<file path="src/rtl/timekeeper_mux.sv">
// timekeeper_mux: settable time-of-day counter with alarm and multiplexed 7-segment scan
module timekeeper_mux #(
   parameter int TICKS_PER_SEC = 1000,
   parameter int NUM_DIGITS    = 6,
   parameter int SCAN_DIV      = 1
) (
   input  logic       clk_1ms,
   input  logic       reset,
   input  logic       mil_time,
   input  logic       set_valid,
   input  logic [4:0] set_hour,
   input  logic [5:0] set_min,
   input  logic [5:0] set_sec,
   output logic       set_ready,
   output logic       set_err,
   input  logic       alarm_en,
   input  logic [4:0] alarm_hour,
   input  logic [5:0] alarm_min,
   output logic       alarm_pulse,
   output logic       sec_pulse,
   output logic [4:0] hour,
   output logic [5:0] min,
   output logic [5:0] sec,
   output logic       am_pm,
   output logic [7:0] segment_data,
   output logic [2:0] digit_select
);
   localparam int DW = $clog2(TICKS_PER_SEC);
   localparam logic [DW-1:0] DIV_LAST = DW'(TICKS_PER_SEC - 1);
   localparam int SW = (SCAN_DIV > 1) ? $clog2(SCAN_DIV) : 1;
   localparam logic [SW-1:0] SCAN_LAST = SW'(SCAN_DIV - 1);
   localparam logic [2:0] DIG_LAST = 3'(NUM_DIGITS - 1);
   localparam logic [2:0] DIG_OFS = (NUM_DIGITS == 4) ? 3'd2 : 3'd0;

   logic [DW-1:0] div_q, div_d;
   logic [4:0]    hour_q, hour_d, hour_disp;
   logic [5:0]    min_q, min_d, sec_q, sec_d;
   logic          ready_q, ready_d, err_q, err_d, spulse_q, spulse_d, apulse_q, apulse_d;
   logic [SW-1:0] scan_q, scan_d;
   logic [2:0]    dig_q, dig_d, field;
   logic [7:0]    seg_q, seg_d;
   logic [3:0]    val;
   logic          accept, load_ok, load, term, tick, sec_wrap, min_wrap, scan_adv;

   function automatic logic [3:0] ones(input logic [5:0] v);
      return 4'(v % 6'd10);
   endfunction

   function automatic logic [3:0] tens(input logic [5:0] v);
      return 4'(v / 6'd10);
   endfunction

   function automatic logic [6:0] glyph(input logic [3:0] d);
      case (d)
         4'd0: return 7'h3F;
         4'd1: return 7'h06;
         4'd2: return 7'h5B;
         4'd3: return 7'h4F;
         4'd4: return 7'h66;
         4'd5: return 7'h6D;
         4'd6: return 7'h7D;
         4'd7: return 7'h07;
         4'd8: return 7'h7F;
         4'd9: return 7'h6F;
         default: return 7'h00;
      endcase
   endfunction

   // Load handshake, divider and single-edge sec/min/hour carry chain; a load beats a coincident tick
   always_comb begin
      accept   = set_valid & ready_q;
      load_ok  = (set_hour <= 5'd23) && (set_min <= 6'd59) && (set_sec <= 6'd59);
      load     = accept & load_ok;
      term     = div_q == DIV_LAST;
      tick     = term & ~accept;
      sec_wrap = sec_q == 6'd59;
      min_wrap = min_q == 6'd59;
      div_d    = (load | term) ? '0 : div_q + DW'(1);
      sec_d    = load ? set_sec : tick ? (sec_wrap ? 6'd0 : sec_q + 6'd1) : sec_q;
      min_d    = load ? set_min : (tick & sec_wrap) ? (min_wrap ? 6'd0 : min_q + 6'd1) : min_q;
      hour_d   = load ? set_hour : (tick & sec_wrap & min_wrap) ? ((hour_q == 5'd23) ? 5'd0 : hour_q + 5'd1) : hour_q;
      ready_d  = ~accept;
      err_d    = accept & ~load_ok;
      spulse_d = tick;
      apulse_d = tick & alarm_en & (sec_d == 6'd0) & (min_d == alarm_min) & (hour_d == alarm_hour);
   end

   // 12/24 h display mapping and scan digit selection with glyph lookup for the next lit digit
   always_comb begin
      am_pm     = hour_q >= 5'd12;
      hour_disp = mil_time ? hour_q : (hour_q == 5'd0) ? 5'd12 : (hour_q > 5'd12) ? hour_q - 5'd12 : hour_q;
      scan_adv  = scan_q == SCAN_LAST;
      scan_d    = scan_adv ? '0 : scan_q + SW'(1);
      dig_d     = scan_adv ? ((dig_q == DIG_LAST) ? 3'd0 : dig_q + 3'd1) : dig_q;
      field     = dig_d + DIG_OFS;
      val       = (field == 3'd0) ? ones(sec_q) :
                  (field == 3'd1) ? tens(sec_q) :
                  (field == 3'd2) ? ones(min_q) :
                  (field == 3'd3) ? tens(min_q) :
                  (field == 3'd4) ? ones({1'b0, hour_disp}) : tens({1'b0, hour_disp});
      seg_d     = ((field == 3'd5) && (val == 4'd0) && !mil_time) ? 8'h00 :
                  {(field == 3'd4) && !mil_time && am_pm, glyph(val)};
   end

   // State registers; reset clears time, handshake, pulses and scan
   always_ff @(posedge clk_1ms) begin
      if (reset) begin
         div_q    <= '0;
         hour_q   <= '0;
         min_q    <= '0;
         sec_q    <= '0;
         ready_q  <= 1'b0;
         err_q    <= 1'b0;
         spulse_q <= 1'b0;
         apulse_q <= 1'b0;
         scan_q   <= '0;
         dig_q    <= '0;
         seg_q    <= 8'h00;
      end else begin
         div_q    <= div_d;
         hour_q   <= hour_d;
         min_q    <= min_d;
         sec_q    <= sec_d;
         ready_q  <= ready_d;
         err_q    <= err_d;
         spulse_q <= spulse_d;
         apulse_q <= apulse_d;
         scan_q   <= scan_d;
         dig_q    <= dig_d;
         seg_q    <= seg_d;
      end
   end

   assign set_ready    = ready_q;
   assign set_err      = err_q;
   assign sec_pulse    = spulse_q;
   assign alarm_pulse  = apulse_q;
   assign hour         = hour_disp;
   assign min          = min_q;
   assign sec          = sec_q;
   assign segment_data = seg_q;
   assign digit_select = dig_q;
endmodule

</file>
<file path="config.mk">
export PLATFORM = sky130hd
export DESIGN_NAME = timekeeper_mux
export DESIGN_NICKNAME = d
export VERILOG_FILES = /design/src/rtl/timekeeper_mux.sv
export SDC_FILE = /design/constraint.sdc
export NUM_CORES = 1
export LEC_CHECK = 0
export CAP_MARGIN = 15
export CORE_ASPECT_RATIO = 2
export CORE_UTILIZATION = 30
export DETAILED_ROUTE_END_ITERATION = 8
export GPL_TIMING_DRIVEN = 0
export SETUP_SLACK_MARGIN = 0.1
export SKIP_CTS_REPAIR_TIMING = 1
export SLEW_MARGIN = 20
export SYNTH_ARGS = -nofsm -noshare
export SYNTH_HDL_FRONTEND = slang
export SYNTH_SLANG_ARGS = --single-unit
</file>
<file path="constraint.sdc">
create_clock -name clk_1ms -period 4.8 [get_ports clk_1ms]
set_clock_uncertainty 0.1 [all_clocks]
set_input_delay 0.72 -clock clk_1ms [delete_from_list [all_inputs] [get_ports clk_1ms]]
set_output_delay 0.72 -clock clk_1ms [all_outputs]
set_load 0.005 [all_outputs]
</file>
**After elaboration in Yosys (flattened, before gate mapping)**

Memory sizes are Yosys's and may differ from the RTL's. A register that Yosys moved wholly into a read port is not among the register bits.
Cells that the tools add are included.

- Flip-flop bits (word level): 43
- ROM bits: 112
- Output and inout bits: 33
- Word-level logic and storage cells: 89
- Memories: 1

- Add/subtract/negate cells: 7
- Div/mod/pow operators: 6
- Order comparisons: 5
- Equal/unequal tests: 12
- Mux-type cells: 19
- Bitwise gates (word level): 14
- Reduce and logical (&&, ||, !) cells: 14

Memory list:

| memory | depth | width | read ports | clocked after memory_dff | wr ports | line | RTL |
|---|---|---|---|---|---|---|---|
| (name not given) | 16 | 7 | 1 | 1 | 0 | 54 | `case (d)` |

Operator list:

| kind | number |
|---|---|
| 2-to-1 mux 6 bit | 6 |
| 2-to-1 mux 5 bit | 6 |
| 2-to-1 mux 4 bit | 5 |
| adder 6 x 1 -> 6 bit, second input constant | 2 |
| divider 6 x 4 -> 6 bit, second input constant | 2 |
| equality test 6 bit, second input constant | 2 |
| <= comparator 6 bit, second input constant | 2 |
| remainder unit 6 x 4 -> 6 bit, second input constant | 2 |
| adder 10 x 1 -> 10 bit, second input constant | 1 |
| AND 1 bit | 10 |
| equality test 10 bit, second input constant | 1 |
| equality test 3 bit, second input constant | 3 |
| divider 5 x 4 -> 6 bit, second input constant | 1 |
| equality test 3 x 2 -> 1 bit, second input constant | 2 |
| equality test 6 bit | 1 |
| logical AND 1 bit | 6 |
| logical NOT 6 bit | 1 |
| remainder unit 5 x 4 -> 6 bit, second input constant | 1 |
| 2-to-1 mux 3 bit | 2 |
| OR reduction 2 bit | 3 |
| adder 5 x 1 -> 5 bit, second input constant | 1 |
| equality test 5 bit | 1 |
| equality test 5 bit, second input constant | 1 |
| greater-or-equal comparator 5 x 4 -> 1 bit, second input constant | 1 |
| other kinds (12) | 14 |

**Depth between registers and ports, before layout**

Gate-level depths: netlist (run 1).

- Depth in word-level cells: 14
- Depth in mapped cells: 18

**Worst setup path before layout (run 1)**

OpenSTA, ideal clock, no wires.

- Path type: input to register
- Start point: in mil_time
- End point: reg seg_q[6] (netlist: segment_data[6])
- Setup time: 0.095 ns
- Arrival: 3.472 ns
- Slack: 1.132 ns
- Stages: 13
- Cell sequence: buf_2 or4b_1 nand2_1 nor4_1 o21ai_0 a311oi_2 a221o_2 ha_1 inv_1 nor2_1 a41o_2 or4b_4 o311ai_1

- Cells in the longest elaborated chain, start to end: 11
- Elaborated cells on any way between the ends: 13
- Those cells by class: 2 x div; 6 x mux; 5 x reduce/logical

RTL lines:

| item | line | RTL |
|---|---|---|
| start, declared | 9 | `input logic mil_time,` |
| 2-to-1 mux 5 bit | 91 | `hour_disp = mil_time ? hour_q : (hour_q == 5'd0) ? 5'd12 : (hour_q > 5'd12) ? hour_q - 5'd12 : hour_q;` |
| divider 5 x 4 -> 6 bit / remainder unit 5 x 4 -> 6 bit (equally long branches) | 50, 46 |  |
| 2-to-1 mux 4 bit | 100 | `(field == 3'd4) ? ones({1'b0, hour_disp}) : tens({1'b0, hour_disp});` |
| 2-to-1 mux 4 bit | 99 | `(field == 3'd3) ? tens(min_q) :` |
| 2-to-1 mux 4 bit | 98 | `(field == 3'd2) ? ones(min_q) :` |
| 2-to-1 mux 4 bit | 97 | `(field == 3'd1) ? tens(sec_q) :` |
| 2-to-1 mux 4 bit | 96 | `val = (field == 3'd0) ? ones(sec_q) :` |
| logical NOT 4 bit | 101 | `seg_d = ((field == 3'd5) && (val == 4'd0) && !mil_time) ? 8'h00 :` |
| logical AND 1 bit (2 in series) | 101 |  |
| OR reduction 2 bit (no source line) | -- |  |
| end, declared | 41 | `logic [7:0] seg_q, seg_d;` |

Several ways; a longest one is shown, not always the timed one.
A chain may end at the register's enable or synchronous reset.

**Final worst setup path (run 1)**

- Start point: in mil_time
- End point: reg seg_q[3] (netlist: segment_data[3])

The elaborated chain is that of the path after synthesis.

==> impl_summary.md, run 1 <==
Synth
For this run, the number of Yosys warnings is 0. The number of distinct standard cells referenced by the synthesized netlist is 84. The share of synthesized area in the top cell type comes to 0.2402. The mapped cell area is 3583 um^2. By area the synthesized netlist is led by dfxtp_1 24%, ha_1 7.3%, nor2_1 5.1%.

The most used flip-flop cell after synthesis is dfxtp_1. The share of async-settable or async-resettable flops after synthesis is 0. The mean cell area of the mapped netlist is 7.723 um^2. The number of instances in the synthesized netlist is 464. For this run, the register share of the synthesized area comes to 0.2402.

The number of nets handed over by synthesis was 518. The cell type with the largest total area after synthesis is dfxtp_1. Counting flops with a built-in enable in the synthesized netlist gives 0.

After synthesis the netlist holds a flip-flop and latch count of 43.

Critical path
The reg-to-reg startpoint is hour_q[1]$_SDFF_PP0_. STA puts the critical path data required time at 4.87 ns. The sort of element at the start of the critical path is an input port. The signal on the critical path passes through clkdlybuf4s50_1 -> buf_2 -> a21oi_1 -> nand3b_1 -> a21oi_2 -> inv_1 -> o21ai_0 -> a21o_1 -> a222oi_1 -> ha_1 -> inv_1 -> nor2_1 -> a41o_2 -> clkbuf_8 -> nor2_1 -> nand3_1 -> o311ai_1.

The largest stage delay on the critical path is 0.78 ns. The number of cells on the worst reg-to-reg path is 16. The largest driver fanout on the critical path is 10. The largest individual stage delay along the critical path comes from the cell a222oi_1. STA classifies the critical path endpoint as a flip-flop.

The worst flop-to-flop path endpoint is segment_data[3]$_SDFF_PP0_. The reg-to-reg setup timing slack is 0.55 ns. The kind of critical path is in2reg. The arrival time at the worst endpoint is 4.36 ns.

Route
The initial detailed-routing violation count is 278. The count of TritonRoute iterations in the first routing pass is 4. The final antenna-violating net count is 0. After detailed routing, the number of remaining DRC violations is 0. The routed length per instance is 17.69 um. The detailed-route vias per instance is 5.606. The sum of routed wire length over all layers is 12050 um. Summing over every cut layer, the via total after detailed routing is 3818.

Floorplanning
The number of placement rows is 56. The core outline area is 11700 um^2. In this run the vertical extent of the chip is 156.6 um. The floorplan step set the die width to 79.28 um. The number of I/O pins is 66. The initial core utilization is 0.3062. The die footprint is 12410 um^2.

Placement
The worst slack after detailed placement is 0.2061 ns. The total half-perimeter wirelength after legalization and detailed placement is 9684 um. The placed cell count is 673. During placement, the flow inserted port buffers numbering 64. The weighted congestion reported at the end of routability-driven placement is 0.9149.

STA
The count of final hold-check violations is 0. The worst pin sits at a relative slew slack of 0.3952. Setup repair after global routing left no endpoint under its margin. The count of final max-slew check failures is 0.

For the pin with the worst max-slew slack, the measured transition is 0.9071 ns. The final critical-path share of the clock period is 0.8939. The least setup slack across all paths after layout is 0.5091 ns. Timing would allow up to 233.0 MHz. Setup violations remaining at the end of the flow were counted as 0. The clock period minus worst slack is 4.291 ns. Setup total negative slack on the finished layout was measured at 0 ns.

Clock network
The number of CTS-inserted buffers is 5. Counting along the longest clock path gives a buffer depth of 2. The number of H-tree levels is 2.

CTS saw 43 sinks. The clock latency at the later pin of the worst-skew pair is 0.30 ns. The buffer type at the clock tree root is clkbuf_16.

The CTS tree is done. After clock tree synthesis, the clock-pin slew on the worst setup and hold paths is 0.07 ns.

Pwr
The cell-internal power is 0.7476 mW. The net switching power of the design is 0.3803 mW. IR analysis of the VDD net gives a maximum drop of 0.1702 mV. The share of total power dissipated in the clock network is 0.326. The power after layout is 1.128 mW.

The proportion of total power due to net switching is 0.3372. Of the total power, combinational logic draws 0.316. For this design the static power due to leakage is 1.734 nW.

The share of total power dissipated in sequential elements is 0.357. The power per unit of standard cell area is 247.5 nW/um^2.

GRT
The number of antenna violations at the first check in global routing is 0. For this run, the total global-route usage over all layers was measured as 0.2013. The pin count of the biggest net entering global routing is 17. The total grt overflow is 0. The first global-routing pass estimated 19220 um of wire. The via count of the first global-routing pass was 3827.

Worst hold path
The end point of the worst hold path is set_ready$_SDFF_PP0_. The kind of path behind the tightest hold check is reg2reg. The depth of the worst hold-timing path is 1. The startpoint identified for the worst hold timing path is set_ready$_SDFF_PP0_.

Status
The flow ran to the end, and the final reports show no timing, DRC or antenna violations.

Cells and area
The library cells used most frequently in the layout, excluding fill and tap cells, are 64 x clkdlybuf4s50_1, 49 x nor2_1, 43 x dfxtp_1, 37 x nand2_1, 24 x nand3_1. The repair_antennas step left the layout with diodes totalling 0. The area growth from synthesis to layout is 27.16%.

Of the cells placed in the final design, the portion with a size suffix greater than 1 is 0.09515. The most common cell after layout, fill and taps aside is clkdlybuf4s50_1. The final layout net count is 589. The final standard cell count with taps included and fillers excluded is 681.

Run
The tool flagged a number of max-cap violations equal to 0.
final cells by class:
type,count,area [um^2]
buffer,24,130.1
clock buffer,5,125.1
clock inverter,3,26.28
fill,1198,7144
inverter,22,83.83
multi-input combinational,375,2509
sequential,43,860.8
tap,145,181.4
timing repair buffer,64,640.6
routing by layer:
| layer | up-vias | global-route usage | part of all wire |
|---|---|---|---|
| li1 | 1844 | - | - |
| met2 | 131 | 0.3826 | 0.54 |
| met5 | - | 0 | 0 |
| met4 | 0 | 0.1446 | 0.071 |
| met3 | 50 | 0.02682 | 0.035 |
| met1 | 1793 | 0.1904 | 0.35 |
cell families after synthesis:
| group | Yosys count | share of synthesized area |
|---|---|---|
| and+or+nand+nor | 200 | 0.2968 |
| xor gates and xnor gates | 21 | 0.05133 |
| DFF | 43 | 0.2402 |
| adders and majority gates | 21 | 0.07332 |
| AOI/OAI and AO/OA | 124 | 0.2542 |
| other | 1 | 0.001046 |
| muxes | 8 | 0.02339 |
| buffers and inverters | 46 | 0.05971 |
critical path: cells and delay by family:
kind,cells,cell delay [ns]
AOI/OAI and AO/OA,7,1.69
adders and majority gates,1,0.27
buffers and inverters,5,1.19
and+or+nand+nor,4,0.49
stage by stage:
stage | utilization | hold slack, ns | cell area (um^2)
2_1_floorplan | - | 0.3302 | 3583
3_3_place_gp | 0.3765 | 0.3496 | 4405
3_5_place_dp | 0.3765 | 0.3528 | 4405
4_1_cts | 0.3894 | 0.3602 | 4557
5_1_grt | 0.3894 | 0.3882 | 4557
6_report | 0.3894 | 0.3563 | 4557
worst max path at each step:
stage | from | slack [ns] | to | cells after the start
after floorplan | mil_time | 1.13 | segment_data[6]$_SDFF_PP0_ | 13
after global placement | mil_time | 0.21 | segment_data[5]$_SDFF_PP0_ | 16
after detailed placement | mil_time | 0.21 | segment_data[3]$_SDFF_PP0_ | 16
after CTS | mil_time | 0.49 | segment_data[3]$_SDFF_PP0_ | 16
after global routing | min[0]$_SDFF_PP0_ | 0.21 | segment_data[6]$_SDFF_PP0_ | 15
final | mil_time | 0.51 | segment_data[3]$_SDFF_PP0_ | 17
state kept, by name (all words and copies together) (netlist names):
register      cells
set_err           1
div_q            10
digit_select      3
scan_q            1
min               6
sec_pulse         1
alarm_pulse       1
set_ready         1
sec               6
hour_q            5
segment_data      8
power groups by stage:
stage | Sequential [mW] | Combinational, mW | Clock, mW
2_1_floorplan | 0.409 | 0.207 | 0
3_3_place_gp | 0.410 | 0.346 | 0
3_5_place_dp | 0.412 | 0.353 | 0
4_1_cts | 0.403 | 0.354 | 0.376
5_1_grt | 0.407 | 0.389 | 0.389
6_report | 0.403 | 0.357 | 0.368
cell usage after synthesis (3+ instances only):
| cell type | instances |
|---|---|
| o2111ai_1 | 3 |
| dfxtp_1 | 43 |
| o21a_1 | 4 |
| nand3_1 | 24 |
| a31oi_1 | 11 |
| clkbuf_1 | 8 |
| a211oi_1 | 6 |
| o31a_1 | 3 |
| buf_2 | 12 |
| nor3_1 | 10 |
| o31ai_1 | 6 |
| nand2_1 | 37 |
| o211ai_1 | 5 |
| xnor2_1 | 14 |
| ha_1 | 21 |
| and2_1 | 5 |
| xor2_1 | 7 |
| nand4_1 | 5 |
| a21oi_1 | 21 |
| o21ai_0 | 18 |
| nand2b_1 | 7 |
| inv_1 | 21 |
| o311ai_1 | 4 |
| a21oi_2 | 3 |
| nor3b_1 | 4 |
| mux2i_1 | 5 |
| nor4_1 | 7 |
| o21ai_1 | 3 |
| or3_1 | 3 |
| a21o_1 | 3 |
| nor2_1 | 49 |
| nand3b_1 | 3 |
| and3_1 | 8 |
| nor2b_1 | 16 |
Power figures use the tool's default switching activity.
==> run 2, diff against run 1 <==
==> constraint.sdc (replaced) <==
create_clock -name clk_1ms -period 4.8 [get_ports clk_1ms]
set_clock_uncertainty 0.1 [all_clocks]
set_input_delay 0.72 -clock clk_1ms [delete_from_list [all_inputs] [get_ports clk_1ms]]
set_output_delay 0.72 -clock clk_1ms [all_outputs]
set_load 0.1 [all_outputs]
==> results of run 2 <==
The final DEF is identical to that of run 1. Status: complete, no violations.
Among the figures that moved: total power 1.128 mW -> 1.313 mW; worst IR drop on VDD 0.1702 mV -> 0.2584 mV
==> run 3, diff against run 2 <==
--- a/config.mk
+++ b/config.mk
@@ -9,6 +9,7 @@
 export CORE_ASPECT_RATIO = 2
 export CORE_UTILIZATION = 30
 export DETAILED_ROUTE_END_ITERATION = 8
+export DONT_BUFFER_PORTS = 1
 export GPL_TIMING_DRIVEN = 0
 export SETUP_SLACK_MARGIN = 0.1
 export SKIP_CTS_REPAIR_TIMING = 1
==> run 3 against run 2 <==
Wire length decreased by 1.7%. Sequential share of layout area increased by 2.9 points. Setup slack got worse by 0.11 ns. Register-to-register slack got worse by 0.15 ns. Total power decreased by 4.9%. Via count decreased by 6.3%. Sequential power increased by 38%. Die area unchanged.
==> impl_summary.md, run 3 (synthesized netlist as in run 1, its figures left out) <==
Cells and area
Registers take 870.8 um^2. The multi-input logic area is 2527 um^2. After filler insertion, the fill cell instance count of the layout stands at 1241. The area growth from synthesis to layout is 11.49%. The post-layout instance area is 3995 um^2.

The fraction of layout instances using a drive strength above 1 is 0.1387. The library cell used most frequently in the layout, excluding fill and tap cells, is nor2_1. The number of antenna repair diodes is 0. The final layout contains 529 nets. The register bank with the most flops is div_q. The register with the most flip-flops in the layout has 10 of them.

In the layout the commonest cells are 47 x nor2_1, 37 x nand2_1, 35 x dfxtp_1, 24 x nand3_1.

Floorplanning
The number of I/O pins is 66. The core region is 11700 um^2. The die covers 12410 um^2.

The die is 156.6 um tall. The initial core utilization is 0.3062. The initialized floorplan defines 56 standard-cell rows. The die is 79.28 um wide.

Clock network
The deepest clock path buffer count is 2. The clock latency at the later pin of the worst-skew pair is 0.30 ns. The buffer type at the clock tree root is clkbuf_16.

The number of H-tree levels is 2. The number of clock buffers added by TritonCTS is 5. After clock tree synthesis, the clock-pin slew on the worst setup and hold paths is 0.07 ns. TritonCTS built the clock tree. The clock sink total is 43.

Route
In the routed design, unresolved DRC markers number 0. The initial detailed-routing violation count is 243. The final antenna-violating net count is 0.

Wires add up to 11840 um. Summing over every cut layer, the via total after detailed routing is 3577. The routed length per instance is 19.07 um. Using the TritonRoute via totals, the vias-per-cell ratio works out to 5.760.

The count of TritonRoute iterations in the first routing pass is 4.

Critical path
The slowest cell on the critical path is dfxtp_2. Of all nets on the critical path, the largest fanout is 7. Broken down by cell family, the worst path's largest delay share belongs to simple AND/OR/NAND/NOR gates.

The worst flop-to-flop path endpoint is segment_data[0]$_SDFF_PP0_. The critical path runs through a total of 14 cells. In this run the critical register-to-register path is launched from min[0]$_SDFF_PP0_. STA puts the critical path data required time at 4.89 ns. Counting cells, the worst reg-to-reg path comes to 14. Walking the worst path, the cells encountered are inv_1 -> ha_1 -> or4b_4 -> a21boi_4 -> nor4_1 -> and3b_1 -> a311oi_2 -> a221o_2 -> ha_1 -> inv_1 -> nor2_1 -> a41o_2 -> or4b_4 -> o311ai_1.

The nature of the critical path endpoint is a flip-flop. The critical path starts at min[0]$_SDFF_PP0_. The count of buffering cells on the critical path with inverters included is 2. At the worst endpoint, the arrival time is 4.49 ns.

The critical path is of the reg2reg type. STA classifies the critical path startpoint as a flip-flop. The worst setup path endpoint is segment_data[0]$_SDFF_PP0_. The reg-to-reg setup timing slack is 0.40 ns. The largest stage delay on the critical path is 0.70 ns.

GRT
The via count of the first global-routing pass is 3569. The overall global routing resource usage is 0.1984. The number of antenna violations at the first check in global routing is 0. The pin count of the biggest net entering global routing is 17. Global routing finished with a remaining overflow of 0. The first global-routing pass estimated 19050 um of wire.

STA
The transition time at the pin with the least slew margin is 1.103 ns. The count of final hold-check violations is 0. The least setup slack across all paths after layout is 0.3963 ns. The normalized max-slew margin is 0.2635. Setup repair after global routing left no endpoint under its margin. The count of final max-slew check failures is 0. The final count of negative-setup-slack endpoints is 0. The clock period minus worst slack is 4.404 ns. Static timing analysis puts the maximum clock frequency at 227.1 MHz.

The final critical-path share of the clock period is 0.9174.

Pwr
VDD sags by at most 0.2691 mV. In this run the power density over the cells is 312.5 nW/um^2. The analysis attributes to cell leakage a power of 1.512 nW.

Placement
The total half-perimeter wirelength after legalization and detailed placement is 9301 um. During placement, the flow inserted port buffers numbering 0. The weighted congestion reported at the end of routability-driven placement is 0.9399.

At the placement stage, the worst setup path has a slack of -0.2790 ns. The instance area at placement is 3811 um^2.

Run
The tool flagged a number of max-cap violations equal to 0.

Status
The run finished with clean final reports.

Worst hold path
The kind of path behind the tightest hold check is reg2reg. Counting instances, the worst hold path has a depth of 1.
==> run 3: cell type report <==
class,count,area share
repair buffers,4,0.01159
clock inverters,3,0.006577
multi-input cells,375,0.6326
flip-flops and latches,43,0.2180
inverters,22,0.02192
clock buffers,5,0.03132
plain buffers,24,0.03257
well taps,145,0.04541
==> run 3: power breakdown <==
part | leakage [nW] | internal [mW] | switching, mW | total, mW
Sequential | 0.356 | 0.384 | 0.175 | 0.558
Combinational | 1.08 | 0.111 | 0.211 | 0.322
Clock | 0.0748 | 0.198 | 0.170 | 0.368
==> run 3: worst min path at each step <==
stage,startpoint,end
finish,div_q[0]$_SDFF_PP0_,div_q[0]$_SDFF_PP0_
floorplan,div_q[0]$_SDFF_PP0_,div_q[0]$_SDFF_PP0_
detailed placement,div_q[0]$_SDFF_PP0_,div_q[0]$_SDFF_PP0_
CTS,div_q[0]$_SDFF_PP0_,div_q[0]$_SDFF_PP0_
global placement,div_q[0]$_SDFF_PP0_,div_q[0]$_SDFF_PP0_
global route,set_valid,set_ready$_SDFF_PP0_
==> run 3: stage by stage <==
stage                     power [mW]  TNS [ns]  hold slack (ns)  instances  utilization
after global placement        0.8676    -2.017           0.3534        609       0.3217
final                          1.249         0           0.3710        621       0.3414
after CTS                      1.243    -1.435           0.3780        619       0.3386
after global routing           1.302         0           0.4198        621       0.3414
after floorplan               0.8017         0           0.3302        464            -
after detailed placement      0.8784    -1.299           0.3620        611       0.3257
==> run 3: worst reg2reg max path: stages (launching register included) <==
cell	delay, ns
dfxtp_2	0.70
inv_1	0.27
ha_1	0.28
or4b_4	0.55
a21boi_4	0.19
nor4_1	0.06
and3b_1	0.29
a311oi_2	0.06
a221o_2	0.45
ha_1	0.20
inv_1	0.09
nor2_1	0.06
a41o_2	0.29
or4b_4	0.58
o311ai_1	0.12
==> run 3: metal layers <==
metal / GRT usage / part of all wire
met1: 0.2028 / 0.37
met2: 0.3797 / 0.54
met3: 0.03090 / 0.045
met4: 0.09351 / 0.048
met5: 0 / 0
